==> src/rtl/float_div_round_normalize_pkg.sv <==
// +--------------------------------------------------------------------------+
// | float_div_round_normalize_pkg                                            |
// | Shared float widths, stage-1 to stage-2 pipeline record, exponent helper |
// | Revision: 1.0                                                            |
// +--------------------------------------------------------------------------+
`default_nettype none

package float_div_round_normalize_pkg;

  localparam int PKG_EXPONENT_SIZE = 8;
  localparam int PKG_MANTISSA_SIZE = 23;

  function automatic bit widths_ok(input int float_size, input int exponent_size,
                                   input int mantissa_size);
    return float_size == 1 + exponent_size + mantissa_size;
  endfunction

  // Widened signed exponent holding the value 2^E - 1 (inf/NaN encoding).
  function automatic logic signed [PKG_EXPONENT_SIZE+1:0] exp_all_ones();
    return {2'b00, {PKG_EXPONENT_SIZE{1'b1}}};
  endfunction

  typedef struct packed {
    logic                                sign;
    logic signed [PKG_EXPONENT_SIZE+1:0] exponent;
    logic [PKG_MANTISSA_SIZE-1:0]        mantissa;
    logic                                guard_bit;
    logic                                round_bit;
    logic                                sticky_bit;
  } stage_t;

endpackage

`default_nettype wire

==> src/rtl/float_div_round_normalize_round.sv <==
// +--------------------------------------------------------------------------+
// | round_nearest_even                                                       |
// | Combinational round-to-nearest-even of a fraction using G/R/S bits       |
// | Revision: 1.0                                                            |
// +--------------------------------------------------------------------------+
`default_nettype none

module round_nearest_even #(
  parameter int MANTISSA_SIZE = 23
) (
  input  logic [MANTISSA_SIZE-1:0] mantissa,
  input  logic                     guard_bit,
  input  logic                     round_bit,
  input  logic                     sticky_bit,
  output logic [MANTISSA_SIZE-1:0] rounded,
  output logic                     carry,
  output logic                     inexact
);

  logic w_increment;

  // Ties (G set, nothing below) round toward an even LSB.
  assign w_increment       = guard_bit & (round_bit | sticky_bit | mantissa[0]);
  assign {carry, rounded}  = {1'b0, mantissa} + {{MANTISSA_SIZE{1'b0}}, w_increment};
  assign inexact           = guard_bit | round_bit | sticky_bit;

endmodule

`default_nettype wire

==> src/rtl/float_div_round_normalize.sv <==
// +--------------------------------------------------------------------------+
// | float_div_round_normalize                                                |
// | Two-stage normalise / RNE round of divider quotient with valid/ready     |
// | Revision: 1.0                                                            |
// +--------------------------------------------------------------------------+
`default_nettype none

module float_div_round_normalize
  import float_div_round_normalize_pkg::*;
#(
  parameter int FLOAT_SIZE    = 32,
  parameter int EXPONENT_SIZE = 8,
  parameter int MANTISSA_SIZE = 23
) (
  input  logic                       clk,
  input  logic                       reset,
  input  logic                       in_valid,
  output logic                       in_ready,
  input  logic                       in_sign,
  input  logic [EXPONENT_SIZE+1:0]   in_exponent,
  input  logic [MANTISSA_SIZE+3:0]   in_quotient,
  input  logic                       in_sticky,
  output logic                       out_valid,
  input  logic                       out_ready,
  output logic [FLOAT_SIZE-1:0]      out,
  output logic                       overflow,
  output logic                       underflow,
  output logic                       inexact
);

  if (!widths_ok(FLOAT_SIZE, EXPONENT_SIZE, MANTISSA_SIZE) ||
      EXPONENT_SIZE != PKG_EXPONENT_SIZE || MANTISSA_SIZE != PKG_MANTISSA_SIZE) begin : g_width_check
    $error("float_div_round_normalize: inconsistent float widths");
  end

  stage_t                          r_s1;
  stage_t                          w_s1_next;
  logic                            r_s1_valid;
  logic                            w_adv1;
  logic                            w_adv2;
  logic [MANTISSA_SIZE+2:0]        w_frac;
  logic [MANTISSA_SIZE-1:0]        w_man_rounded;
  logic                            w_carry;
  logic                            w_inexact;
  logic signed [EXPONENT_SIZE+1:0] w_exp_post;
  logic                            w_ovf;
  logic                            w_udf;
  logic [FLOAT_SIZE-1:0]           w_result;

  assign w_adv2   = ~out_valid | out_ready;
  assign w_adv1   = ~r_s1_valid | w_adv2;
  assign in_ready = w_adv1;

  // Stage 1: a quotient below 1.0 gains one bit of precision by shifting left.
  always_comb begin
    w_frac                = in_quotient[MANTISSA_SIZE+3] ? in_quotient[MANTISSA_SIZE+2:0]
                                                         : {in_quotient[MANTISSA_SIZE+1:0], 1'b0};
    w_s1_next.sign        = in_sign;
    w_s1_next.exponent    = in_quotient[MANTISSA_SIZE+3]
                            ? in_exponent
                            : in_exponent - {{(EXPONENT_SIZE+1){1'b0}}, 1'b1};
    w_s1_next.mantissa    = w_frac[MANTISSA_SIZE+2:3];
    w_s1_next.guard_bit   = w_frac[2];
    w_s1_next.round_bit   = w_frac[1];
    w_s1_next.sticky_bit  = w_frac[0] | in_sticky;
  end

  round_nearest_even #(
    .MANTISSA_SIZE(MANTISSA_SIZE)
  ) u_round (
    .mantissa  (r_s1.mantissa),
    .guard_bit (r_s1.guard_bit),
    .round_bit (r_s1.round_bit),
    .sticky_bit(r_s1.sticky_bit),
    .rounded   (w_man_rounded),
    .carry     (w_carry),
    .inexact   (w_inexact)
  );

  // Stage 2: range checks use the exponent after any rounding carry.
  assign w_exp_post = r_s1.exponent + {{(EXPONENT_SIZE+1){1'b0}}, w_carry};
  assign w_ovf      = w_exp_post >= exp_all_ones();
  assign w_udf      = w_exp_post[EXPONENT_SIZE+1] | (w_exp_post == '0);

  always_comb begin
    w_result = {r_s1.sign, w_exp_post[EXPONENT_SIZE-1:0], w_man_rounded};
    if (w_ovf) begin
      w_result = {r_s1.sign, {EXPONENT_SIZE{1'b1}}, {MANTISSA_SIZE{1'b0}}};
    end else if (w_udf) begin
      w_result = {r_s1.sign, {(FLOAT_SIZE-1){1'b0}}};
    end
  end

  always_ff @(posedge clk or posedge reset) begin
    if (reset) begin
      r_s1       <= '0;
      r_s1_valid <= 1'b0;
      out_valid  <= 1'b0;
      out        <= '0;
      overflow   <= 1'b0;
      underflow  <= 1'b0;
      inexact    <= 1'b0;
    end else begin
      if (w_adv1) begin
        r_s1_valid <= in_valid;
        if (in_valid) begin
          r_s1 <= w_s1_next;
        end
      end
      if (w_adv2) begin
        out_valid <= r_s1_valid;
        if (r_s1_valid) begin
          out       <= w_result;
          overflow  <= w_ovf;
          underflow <= w_udf;
          inexact   <= w_inexact | w_ovf | w_udf;
        end
      end
    end
  end

endmodule

`default_nettype wire

==> config.mk <==
export PLATFORM = sky130hd
export DESIGN_NAME = float_div_round_normalize
export DESIGN_NICKNAME = d
export VERILOG_FILES = /design/src/rtl/float_div_round_normalize_pkg.sv /design/src/rtl/float_div_round_normalize_round.sv /design/src/rtl/float_div_round_normalize.sv
export SDC_FILE = /design/constraint.sdc
export NUM_CORES = 1
export LEC_CHECK = 0
export CORE_ASPECT_RATIO = 1.75
export CORE_MARGIN = 2
export CORE_UTILIZATION = 52
export DETAILED_ROUTE_END_ITERATION = 8
export GPL_TIMING_DRIVEN = 0
export PLACE_DENSITY_LB_ADDON = 0.15
export SLEW_MARGIN = 20
export SYNTH_ARGS = -nofsm -noshare
export SYNTH_HDL_FRONTEND = slang
export SYNTH_SLANG_ARGS = --single-unit
==> constraint.sdc <==
create_clock -name clk -period 4.2 [get_ports clk]
set_clock_uncertainty 0.15 [all_clocks]
set_input_delay 0.84 -clock clk [delete_from_list [all_inputs] [get_ports clk]]
set_output_delay 0.84 -clock clk [all_outputs]
set_load 0.005 [all_outputs]
==> summary.txt <==
Synthesis
  – Post-synthesis compound-gate area fraction: 0.152
  – Syn_nets: 474
  – Mapped cell area: 4050 sq um
  – Yosys cell types: 46
  – Flops & latches, synth: 74
  – Seq/Total Area, Yosys: 0.457
  – Number of synthesized flops with an enable pin: 0
  – Largest family of logic cells by synthesized area: simple AND/OR/NAND/NOR gates
  – Synth Warn #: 0
  – Post-Synth Adder-Cell Area: 0.0154
  – Mux cell area share after synthesis: 0.0673
  – Post-Synth XOR/XNOR Area: 0.0822
  – Syn Inst Count: 426
  – Asr flop ratio synth: 1.00
  – Mean post-synth cell area: 9.51 sq um
  – Main flop type after synthesis: dfrtp_1
  – Simple-Gate Fraction of Synth Area: 0.186

Outcome
  – Outcome: finished, final reports clean

Critical path
  – Endpoint type of the worst setup path: register
  – CP arrival: 3.77 ns
  – Worst-path maximum fanout: 10
  – Critical path origin: r_s1[3]
  – Crit path kind: reg -> reg
  – Startpoint types: register
  – Crit path required time: 4.27 ns
  – R2R setup slack: 0.51 ns
  – Reg2reg path depth: 11
  – Worst r2r src: r_s1[3]
  – Worst R2R End: out[2]

Layout
  – Leading cell types in the layout, fill and taps excluded: nand2_1, clkdlybuf4s50_1, dfrtp_1
  – Storage element area: 1850 sq um
  – Area grow syn2layout: 31.6%
  – Fill count: 610
  – Area of the multi-input gates: 2040 sq um
  – # nets final: 564
  – Share of cells above drive strength 1: 0.111
  – Commonest non-fill, non-tap cell in the layout: nand2_1
  – ANT cells: 0

Timing
  – Achievable Freq: about 0.27 GHz
  – Setup violations, final: 0
  – Relative slew slack: 0.469
  – Final Max Tran Viols: 0
  – RSZ-0062 raised after global routing: no
  – Setup TNS: 0 ns
  – Final Cycle Share: 0.879
  – Min Tclk post-route: 3.69 ns
  – Fin. Hold Viols: 0
  – Tightest Pin Transition: 0.797 ns

Clock network
  – Clock Latency Late Sink: 0.34 ns
  – Cts bufs inserted: 9
  – # Post-CTS Setup Buffers: 0
  – CTS Buffer Depth: 2
  – Sink Count: 74
  – Depth of the CTS H-tree: 3
  – CTS tree: built
  – Clk pin slew, worst setup/hold paths: 0.06 ns
  – CTS Root Cell: clkbuf_16

Global route
  – Largest net degree at the start of global routing: 58
  – GRT Util Overall: 0.237
  – Grt ovf: 0
  – Initial antenna violation count: 0
  – Global-route wire length before repair: 15800 um
  – Number of global-route vias before repair: 3372

Flow run
  – MaxCap Viol Count: 0

Die
  – # rows: between 40 and 50
  – Initial Utilization: 0.535
  – Core ar.: 7570 sq um
  – Die area: 8540 sq um
  – Die X: 70.7 um
  – IO Pins: 80
  – DIE HEIGHT: 121 um

Power
  – Leakage power: ~2.2 nW
  – Tot Pwr: 2.36 mW
  – VDD IR max: between 0.2 and 0.3 mV
  – PwrDens: around 440 nW/um^2

Drt
  – Vias per inst: 5.58
  – DRC Markers: 0
  – Via count: 3399
  – Routed len/inst: 15.7 um
  – Drt first-iter violations: 158
  – Pre-Repair DR Iteration Count: 4
  – Post-Route WL: around 9500 um
  – Final ANT Viol Nets: 0

Placement
  – IO Port Bufs: 78
  – Hpwl dp: between 7000 and 8000 um
  – Gpl congestion: just under 0.9

Min path
  – WHS Path Cells: 2
  – WHS Endpoint: overflow
  – Worst hold start: overflow
  – HP Class: reg -> reg
cells in the mapped netlist (all sizes together) (3+ instances only):
| master | count | area share |
|---|---|---|
| xor2 | 19 | 0.041 |
| a21oi | 5 | 0.0062 |
| mux2i | 25 | 0.062 |
| buf | 11 | 0.022 |
| nor4b | 3 | 0.0065 |
| and2 | 4 | 0.0062 |
| nand3 | 11 | 0.015 |
| nor2b | 4 | 0.0062 |
| o221ai | 4 | 0.0086 |
| nand2 | 91 | 0.085 |
| dfrtp | 74 | 0.46 |
| nor3 | 8 | 0.0099 |
| nand4 | 8 | 0.012 |
| inv | 7 | 0.0065 |
| nor4 | 5 | 0.0093 |
| ha | 5 | 0.015 |
| o21ai | 68 | 0.10 |
| nor2 | 11 | 0.010 |
| clkbuf | 13 | 0.012 |
| xnor2 | 19 | 0.041 |
| and3 | 7 | 0.012 |
| nand2b | 3 | 0.0046 |
repair_timing:
action / 4_1_cts / 5_1_grt
endpoints found under the setup margin: 0 / 27
hold buffers: 0 / 0
gates resized for setup: 0 / 1
stage by stage:
stage / setup slack [ns] / area [sq um] / utilization / cells / hold WS, ns
after global placement: 0.156 / 4940 / 0.653 / 592 / 0.311
after detailed placement: 0.300 / 4970 / 0.657 / 593 / 0.319
after global routing: 0.141 / 5330 / 0.705 / 609 / 0.354
after floorplan: 0.999 / 4050 / - / 426 / 0.301
after CTS: 0.237 / 5330 / 0.704 / 609 / 0.331
final: 0.508 / 5330 / 0.705 / 609 / 0.323
state kept, by name, summed over array words and instances, names as in the netlist:
signal / cells
out: 32
inexact: 1
r_s1_valid: 1
overflow: 1
underflow: 1
out_valid: 1
r_s1: 37
cell families (layout without fill, tap and decap cells):
kind of cell,count (synthesis),after routing
AND/OR/NAND/NOR,160,160
AO/OA/AOI/OAI,91,91
flip-flops,74,74
XOR/XNOR,38,38
buffers and inverters,31,126
multiplexers,27,27
adder cells (fa/ha/maj),5,5
layer usage:
| metal | track usage | share of wire |
|---|---|---|
| met1 | 0.248 | 0.36 |
| met2 | 0.443 | 0.57 |
| met5 | 0 | 0 |
| met4 | 0.112 | 0.028 |
| met3 | 0.0458 | 0.039 |
layout make-up:
cell class | instances | area share
buffer | 24 | 0.0258
clock buffer | 12 | 0.0481
clock inverter | 4 | 0.0183
inverter | 7 | 0.00540
multi-input combinational | 321 | 0.383
sequential | 74 | 0.347
tap | 88 | 0.0207
timing repair buffer | 79 | 0.152
critical path, cell delays in order, from the launching register on:
cell       delay (ns)
dfrtp_1          0.41
nand4_1          0.28
nor4_2           0.57
nand2_1          0.16
nor2_1           0.18
ha_1             0.28
ha_1             0.29
or2_2            0.30
a2111o_1         0.46
o2111ai_4        0.17
buf_6            0.23
o21ai_2          0.08
worst max path at each step:
stage                    to  slack [ns]  cells past startpoint
floorplan           out[10]         1.0                     11
global placement     out[0]        0.16                      2
detailed placement   out[5]        0.30                     11
CTS                  out[2]        0.24                     12
global route         out[2]        0.14                     12
finish               out[2]        0.51                     11
report_power, final:
group | switching [mW] | internal [mW]
Clock | 0.294 | 0.613
Sequential | 0.0899 | 0.831
Combinational | 0.248 | 0.285
No activity file was read; power rests on OpenSTA's default activity.
